**config.mk**
```make
export PLATFORM = sky130hd
export DESIGN_NAME = traffic_injector
export DESIGN_NICKNAME = d
export VERILOG_FILES = /design/src/rtl/traffic_injector.sv
export SDC_FILE = /design/constraint.sdc
export NUM_CORES = 1
export LEC_CHECK = 0
export ABC_AREA = 1
export CAP_MARGIN = 5
export CORE_UTILIZATION = 33
export CTS_BUF_LIST = sky130_fd_sc_hd__clkbuf_8
export DETAILED_ROUTE_END_ITERATION = 10
export GPL_TIMING_DRIVEN = 0
export SYNTH_ARGS = -nofsm -noshare
export SYNTH_HDL_FRONTEND = slang
export SYNTH_SLANG_ARGS = --single-unit
```
**constraint.sdc**
```tcl
create_clock -name clock -period 3 [get_ports clock]
set_input_delay 0.9 -clock clock [delete_from_list [all_inputs] [get_ports clock]]
set_output_delay 0.9 -clock clock [all_outputs]
set_load 0.02 [all_outputs]
```
**src/rtl/traffic_injector.sv**
```systemverilog
// Random traffic injector: LFSR-qualified packet generation into a descriptor queue,
// serialized as HEAD/BODY/TAIL flits. Define TRAFFIC_INJECTOR_STATS_EN for pkt/drop counters.
module traffic_injector #(
  parameter int LFSR_WIDTH    = 8,
  parameter int ID_WIDTH      = 6,
  parameter int TS_WIDTH      = 10,
  parameter int FLITS_PER_PKT = 4,
  parameter int QDEPTH        = 4,
  localparam int FW           = 2 + 2*ID_WIDTH + TS_WIDTH
) (
  input  logic                  clock,
  input  logic                  reset,
  input  logic                  enable,
  input  logic [LFSR_WIDTH-1:0] rand_in,
  output logic                  rand_advance,
  input  logic [LFSR_WIDTH-1:0] rate,
  input  logic [ID_WIDTH-1:0]   src_id,
  output logic [FW-1:0]         flit_out,
  output logic                  flit_valid,
  input  logic                  flit_ready,
  output logic [15:0]           pkt_count,
  output logic [15:0]           drop_count
);

  localparam int DW = ID_WIDTH + TS_WIDTH;
  localparam int AW = $clog2(QDEPTH);
  localparam logic [AW:0] CNT_ONE   = (AW+1)'(1);
  localparam logic [AW:0] CNT_DEPTH = (AW+1)'(QDEPTH);

  localparam logic [1:0] ST_IDLE = 2'd0;
  localparam logic [1:0] ST_HEAD = 2'd1;
  localparam logic [1:0] ST_BODY = 2'd2;
  localparam logic [1:0] ST_TAIL = 2'd3;

  logic [1:0]          state_reg, state_next;
  logic [3:0]          idx_reg, idx_next;
  logic [FW-1:0]       flit_out_reg, flit_out_next;
  logic                flit_valid_reg, flit_valid_next;
  logic [TS_WIDTH-1:0] ts_reg;
  logic [DW-1:0]       fifo_mem [QDEPTH];
  logic [AW-1:0]       wr_ptr_reg, rd_ptr_reg;
  logic [AW:0]         count_reg, count_next;

  logic                inject, fifo_full, fifo_empty, transfer, pop, push;
  logic [ID_WIDTH-1:0] dest_raw, dest;
  logic [DW-1:0]       head_desc;
  logic [FW-1:0]       head_flit, tail_flit;

  assign rand_advance = enable;
  assign inject       = enable && (rand_in < rate);
  assign dest_raw     = rand_in[ID_WIDTH-1:0];
  // Never address ourselves: flip the LSB when the random destination hits src_id.
  assign dest         = (dest_raw == src_id) ? (src_id ^ ID_WIDTH'(1)) : dest_raw;

  assign fifo_full  = (count_reg == CNT_DEPTH);
  assign fifo_empty = (count_reg == '0);
  assign transfer   = flit_valid_reg && flit_ready;
  assign pop        = transfer && (state_reg == ST_HEAD);
  // A pop in the same cycle frees a slot, so a full queue still accepts the push.
  assign push       = inject && (!fifo_full || pop);

  assign head_desc = fifo_mem[rd_ptr_reg];
  assign head_flit = {2'b01, head_desc[DW-1 -: ID_WIDTH], src_id, head_desc[TS_WIDTH-1:0]};
  assign tail_flit = {2'b10, (FW-2)'(FLITS_PER_PKT-1)};

  assign flit_out   = flit_out_reg;
  assign flit_valid = flit_valid_reg;

  always_comb begin
    state_next      = state_reg;
    idx_next        = idx_reg;
    flit_out_next   = flit_out_reg;
    flit_valid_next = flit_valid_reg;
    unique case (state_reg)
      ST_IDLE: begin
        if (!fifo_empty) begin
          state_next      = ST_HEAD;
          flit_out_next   = head_flit;
          flit_valid_next = 1'b1;
        end
      end
      ST_HEAD: begin
        if (transfer) begin
          if (FLITS_PER_PKT == 2) begin
            state_next    = ST_TAIL;
            flit_out_next = tail_flit;
          end else begin
            state_next    = ST_BODY;
            idx_next      = 4'd1;
            flit_out_next = {2'b00, (FW-2)'(1)};
          end
        end
      end
      ST_BODY: begin
        if (transfer) begin
          if (idx_reg == 4'(FLITS_PER_PKT-2)) begin
            state_next    = ST_TAIL;
            flit_out_next = tail_flit;
          end else begin
            idx_next      = idx_reg + 4'd1;
            flit_out_next = {2'b00, (FW-2)'(idx_reg + 4'd1)};
          end
        end
      end
      default: begin
        if (transfer) begin
          if (!fifo_empty) begin
            state_next    = ST_HEAD;
            flit_out_next = head_flit;
          end else begin
            state_next      = ST_IDLE;
            flit_out_next   = '0;
            flit_valid_next = 1'b0;
          end
        end
      end
    endcase
  end

  always_comb begin
    count_next = count_reg;
    if (push && !pop) begin
      count_next = count_reg + CNT_ONE;
    end else if (pop && !push) begin
      count_next = count_reg - CNT_ONE;
    end
  end

  always_ff @(posedge clock) begin
    if (reset) begin
      state_reg      <= ST_IDLE;
      idx_reg        <= '0;
      flit_out_reg   <= '0;
      flit_valid_reg <= 1'b0;
      ts_reg         <= '0;
      wr_ptr_reg     <= '0;
      rd_ptr_reg     <= '0;
      count_reg      <= '0;
    end else begin
      state_reg      <= state_next;
      idx_reg        <= idx_next;
      flit_out_reg   <= flit_out_next;
      flit_valid_reg <= flit_valid_next;
      count_reg      <= count_next;
      if (enable) begin
        ts_reg <= ts_reg + TS_WIDTH'(1);
      end
      if (push) begin
        wr_ptr_reg <= wr_ptr_reg + AW'(1);
      end
      if (pop) begin
        rd_ptr_reg <= rd_ptr_reg + AW'(1);
      end
    end
  end

  // Descriptor storage is left unreset; the pointers alone define its contents.
  always_ff @(posedge clock) begin
    if (push && !reset) begin
      fifo_mem[wr_ptr_reg] <= {dest, ts_reg};
    end
  end

`ifdef TRAFFIC_INJECTOR_STATS_EN
  logic [15:0] pkt_count_reg, drop_count_reg;
  logic        pkt_done, drop;

  assign pkt_done = transfer && (state_reg == ST_TAIL);
  assign drop     = inject && fifo_full && !pop;

  always_ff @(posedge clock) begin
    if (reset) begin
      pkt_count_reg  <= '0;
      drop_count_reg <= '0;
    end else begin
      if (pkt_done && (pkt_count_reg != 16'hFFFF)) begin
        pkt_count_reg <= pkt_count_reg + 16'd1;
      end
      if (drop && (drop_count_reg != 16'hFFFF)) begin
        drop_count_reg <= drop_count_reg + 16'd1;
      end
    end
  end

  assign pkt_count  = pkt_count_reg;
  assign drop_count = drop_count_reg;
`else
  assign pkt_count  = '0;
  assign drop_count = '0;
`endif

endmodule

```
Word level (Yosys, flattened, before mapping). Memory sizes are Yosys's and may differ from the RTL's. A register that Yosys moved wholly into a read port is not among the register bits. Cells that the tools add are included. W data, S select, Z words.

Bits in writable memories: 64. Input bits: 26. Word-level logic and storage cells: 81. Output and inout port bits: 58. Memories: 1. Flip-flop bits (word level): 48.

Magnitude comparators: 1. Reductions and logical operators: 23. Multiplexer cells: 29. Bitwise gates (word level): 2. Eq/ne operators: 10. Add/subtract/negate cells: 7.

Memories: fifo_mem (depth 4, width 16, rd ports 1, clocked after Yosys merged registers in 1, wr ports 1, line 40) `logic [DW-1:0] fifo_mem [QDEPTH];`.

Operators by type and width (count): $mux W24 (5); $pmux W24 S3 (1); $mux W23 (1); $mux W2 (7); $mux W4 (3); $reduce_and A4 Y1 (3); $add A10 B1 Y10 const B (1); $ne A2 B2 Y1 const B (5); $lt A8 B8 Y1 (1); $pmux W4 S2 (1); $reduce_bool A2 Y1 (4); $logic_and A1 B1 Y1 (7); $eq A6 B6 Y1 (1); $mux W1 (6); $mux W3 (2); $mux W6 (1); $pmux W2 S3 (1); $add A4 B1 Y5 const B (1); $reduce_and A5 Y1 (1); $add A2 B1 Y2 const B (2); $add A4 B1 Y4 const B (1); $eq A4 B2 Y1 const B (1); $logic_not A1 Y1 (4); $add A3 B1 Y3 const B (1); 10 further kinds (11).

Longest topological paths before layout.
Depth in word-level cells: 8. Gate-level depth with buffers: 16. Depth with buffers taken out: 16.

Worst setup path before layout. Ideal clock, no wire load.

Path kind: in2reg. Start: input port rate[5]. End: memory fifo_mem[0][0] in the netlist's numbering, enable pin. Data arrival time: 2.546 ns. Data required time: 2.611 ns. Setup slack: 0.066 ns. Stages on the path: 8. Path through: inv_1 ha_1 a21o_1 a21oi_1 nand4_1 inv_1 nand2_1 nor2_1.

Word-level cells in the longest chain between the ends: 6.

RTL lines: from (decl) (line 16) `input logic [LFSR_WIDTH-1:0] rate,`; $lt A8 B8 Y1 (line 50) `assign inject = enable && (rand_in < rate);`; $logic_and A1 B1 Y1 (line 50); $logic_and A1 B1 Y1 (line 60) `assign push = inject && (!fifo_full || pop);`; $logic_and A1 B1 Y1 (line 159) `if (push && !reset) begin`; $mux W1 (line 159); $mux W1 (not written as such) (line 160) `fifo_mem[wr_ptr_reg] <= {dest, ts_reg};`; to (decl) (line 40).

No other way between the ends.

Worst setup path after layout.
Start: input port rate[7]. End: register count_reg[2].

Word-level cells in the longest chain between the ends: 6. Elaborated cells between the ends (all ways): 8. Those cells by class: order compare: 1; mux: 1; reduce/logical: 6.

RTL lines: $lt A8 B8 Y1 * (line 50); $logic_and A1 B1 Y1 * (line 50); $logic_and A1 B1 Y1 * (line 60); $logic_not A1 Y1 (line 124) `end else if (pop && !push) begin`; $logic_and A1 B1 Y1 (line 124); $reduce_bool A2 Y1 (no source line); to (signal assigned) (line 144) `count_reg <= count_next;`; to (decl) (line 42) `logic [AW:0] count_reg, count_next;`.

Every way passes the cells marked *; elsewhere a longest branch is shown, timed or not. A chain may end at the register's enable or synchronous reset.

==> results by group <==
Synthesis
  – Mapped Cells: 550
  – EDFF count, synth: 64
  – Sequential-to-total area share from yosys stat: 0.551
  – Post-synthesis cell type count: 35
  – Average size of a mapped cell: 9.64 um2
  – Most used DFF post-synth: edfxtp_1
  – Synth warnings: 0
  – Syn Std Cell Area: 5300 um2
  – Ys async rst share: 0
  – Synth Register Bits: 114

Floorplan
  – Die area: between 15,000 and 20,000 um2
  – Die Span Y: 129 um
  – Rows: 45
  – Die X: 129 um
  – I/O pin count: 84
  – Core area: 15,400 um2
  – Starting Density: 0.344

Setup path
  – Crit path max fanout: 3
  – Reg2reg start: state_reg[1]$_SDFFE_PP0P_
  – Setup crit start kind: input pin
  – Worst Setup End Kind: flip-flop
  – CP Data Required Time: 3300 ps
  – Setup CP Type: in -> reg
  – Worst EP arrival: between 3000 and 4000 ps
  – Flop2flop setup slack: approximately 530 ps
  – Worst setup path start: rate[7]

Global route
  – Congestion Overflow GR: 0
  – Largest net degree at the start of global routing: 17
  – Global-route wire length before repair: 19.0 mm
  – Vias in the first global route: a little under 4,000
  – Global Route Usage Sum: 0.152
  – Antenna violations before repair: 0

Clocking
  – Root buffer cell: clkbuf_8
  – CTS tree: yes
  – Sink Count: 114
  – Clock Path Buffers: 2
  – Clock-pin slew on the worst setup and hold paths: 60 ps
  – Clk_lat worst skew: 420 ps
  – H-tree Lvls: 4
  – CTS buffer count: 17

Route
  – Routed WL: 11.9 mm
  – Avg WL per Cell: 13.5 um
  – Post-DRT Antenna Nets: 0
  – Via count: 3,987
  – DR vias/cell: ~4.5
  – 1st-iter DRT viols: 257
  – Residual DRC: 0
  – Initial DRT Pass Iterations: 4

Power and ir drop
  – Comb power frac: 0.324
  – Peak VDD IR: 310 uV
  – Sequential power share: 0.403
  – Power share of the clock group: 0.273
  – Leakage: ~2.7 nW
  – NetSw: 1.61 mW
  – Cell Int Power: around 3.2 mW
  – Power density cells: 720 nW/um2
  – Switching part of the total: 0.333

Flow run
  – Max-cap check violation count: 0

Timing
  – Period minus WS final: 2860 ps
  – Fin Hold WS: approximately 470 ps
  – Finish-stage setup viols: 0
  – Final Skew: around 11 ps
  – Top achievable clock speed: between 300 and 400 MHz
  – RSZ-0062 raised after global routing: no
  – Final slew viol count: 0
  – Measured slew at the worst slew-check pin: 914 ps
  – Worst slew margin: 0.391
  – Final hold vios: 0
  – Final TNS setup: 0 ps
  – Final Cycle Share: 0.952

Placed design
  – IO buf count: 50
  – Placer congestion estimate: 0.776
  – Placed Instance Area: roughly 6300 um2
  – Detailed Place HPWL: approximately 8.5 mm

Worst hold path
  – Hold path start: flit_out[14]$_SDFFE_PP0P_
  – Hold WC Path Type: reg -> reg

Finish
  – Layout net count: between 700 and 800
  – Final Instance Area: approximately 6700 um2
  – Commonest non-fill, non-tap cell in the layout: nand2_1
  – Final core utilization: 0.435
  – Most frequent cells in the layout: 69 x nand2_1, 64 x edfxtp_1, 61 x nor2_1
  – Layout cells sized above 1: 0.194
  – Max reg flops: 64
  – Area grow syn2layout: 26.7%
  – N_diodes: 0

Run status
  – Status: finished, final reports clean
power groups by stage:
stage,Combinational [mW],Clock (mW),Sequential [mW]
after global routing,1.73,1.42,1.97
after CTS,1.56,1.35,1.95
after detailed placement,1.55,0,1.98
after global placement,1.51,0,1.98
final,1.57,1.32,1.95
after floorplan,0.889,0,2.11
synth_stat cells, types with 19 or more instances:
| cell | count | area share |
|---|---|---|
| a21oi_1 | 20 | 0.019 |
| a21oi_2 | 19 | 0.031 |
| inv_1 | 51 | 0.036 |
| o21ai_0 | 54 | 0.051 |
| buf_4 | 34 | 0.048 |
| ha_1 | 19 | 0.045 |
| edfxtp_1 | 64 | 0.36 |
| nor2_1 | 65 | 0.046 |
| nand2_1 | 71 | 0.050 |
| dfxtp_1 | 50 | 0.19 |
logic make-up after synthesis:
family                   Yosys count  synth area share
buffers and inverters            108             0.106
XOR/XNOR                          10            0.0165
AND/OR/NAND/NOR                  181             0.147
flip-flops                       114             0.551
adder cells (fa/ha/maj)           20            0.0486
other                              1          0.000708
AO/OA/AOI/OAI                    116             0.130
final timing paths:
kind	end	depth (start not counted)
worst max-delay path	count_reg[2]$_SDFFE_PP0P_	15
worst min-delay path	flit_out[14]$_SDFFE_PP0P_	2
worst max register to register	count_reg[2]$_SDFFE_PP0P_	15
worst min register to register	flit_out[14]$_SDFFE_PP0P_	2
critical path, stage by stage:
cell	delay, ps
clkdlybuf4s50_1	450
inv_1	40
ha_1	280
nand2_1	90
inv_1	60
a21oi_2	120
nand4_1	130
inv_2	110
ha_4	130
inv_4	40
fa_2	370
a21oi_2	170
o21ai_2	80
o21ai_1	130
a21oi_1	50
stage by stage:
step	worst slack [ps]	std cells	power, mW
4_1_cts	29.1	879	4.86
3_5_place_dp	-684	846	3.53
3_3_place_gp	-1260	842	3.48
5_1_grt	28.5	882	5.13
6_report	144	882	4.84
2_1_floorplan	65.9	581	3.00
metal layers:
metal | GRT usage | up-vias | share of wire
met5 | 0 | - | 0
met4 | 0.0581 | 0 | 0.0079
met3 | 0.0366 | 6 | 0.065
met2 | 0.248 | 123 | 0.48
met1 | 0.195 | 1863 | 0.44
li1 | - | 1995 | -
timing repair:
item | in CTS | in global routing
buffers inserted | 1 | 3
hold buffers | 0 | 0
endpoints found under the setup margin | 1 | 62
pin swaps | 2 | 11
resized for setup | 10 | 15
area by class of cell:
class	instances	area [um2]
inverter	53	201
timing repair buffer	58	592
sequential	114	2920
tap	211	264
buffer	55	364
clock inverter	14	123
fill	1492	8710
clock buffer	18	248
multi-input combinational	359	2000
Note: power is estimated with default switching activity, not from simulation.
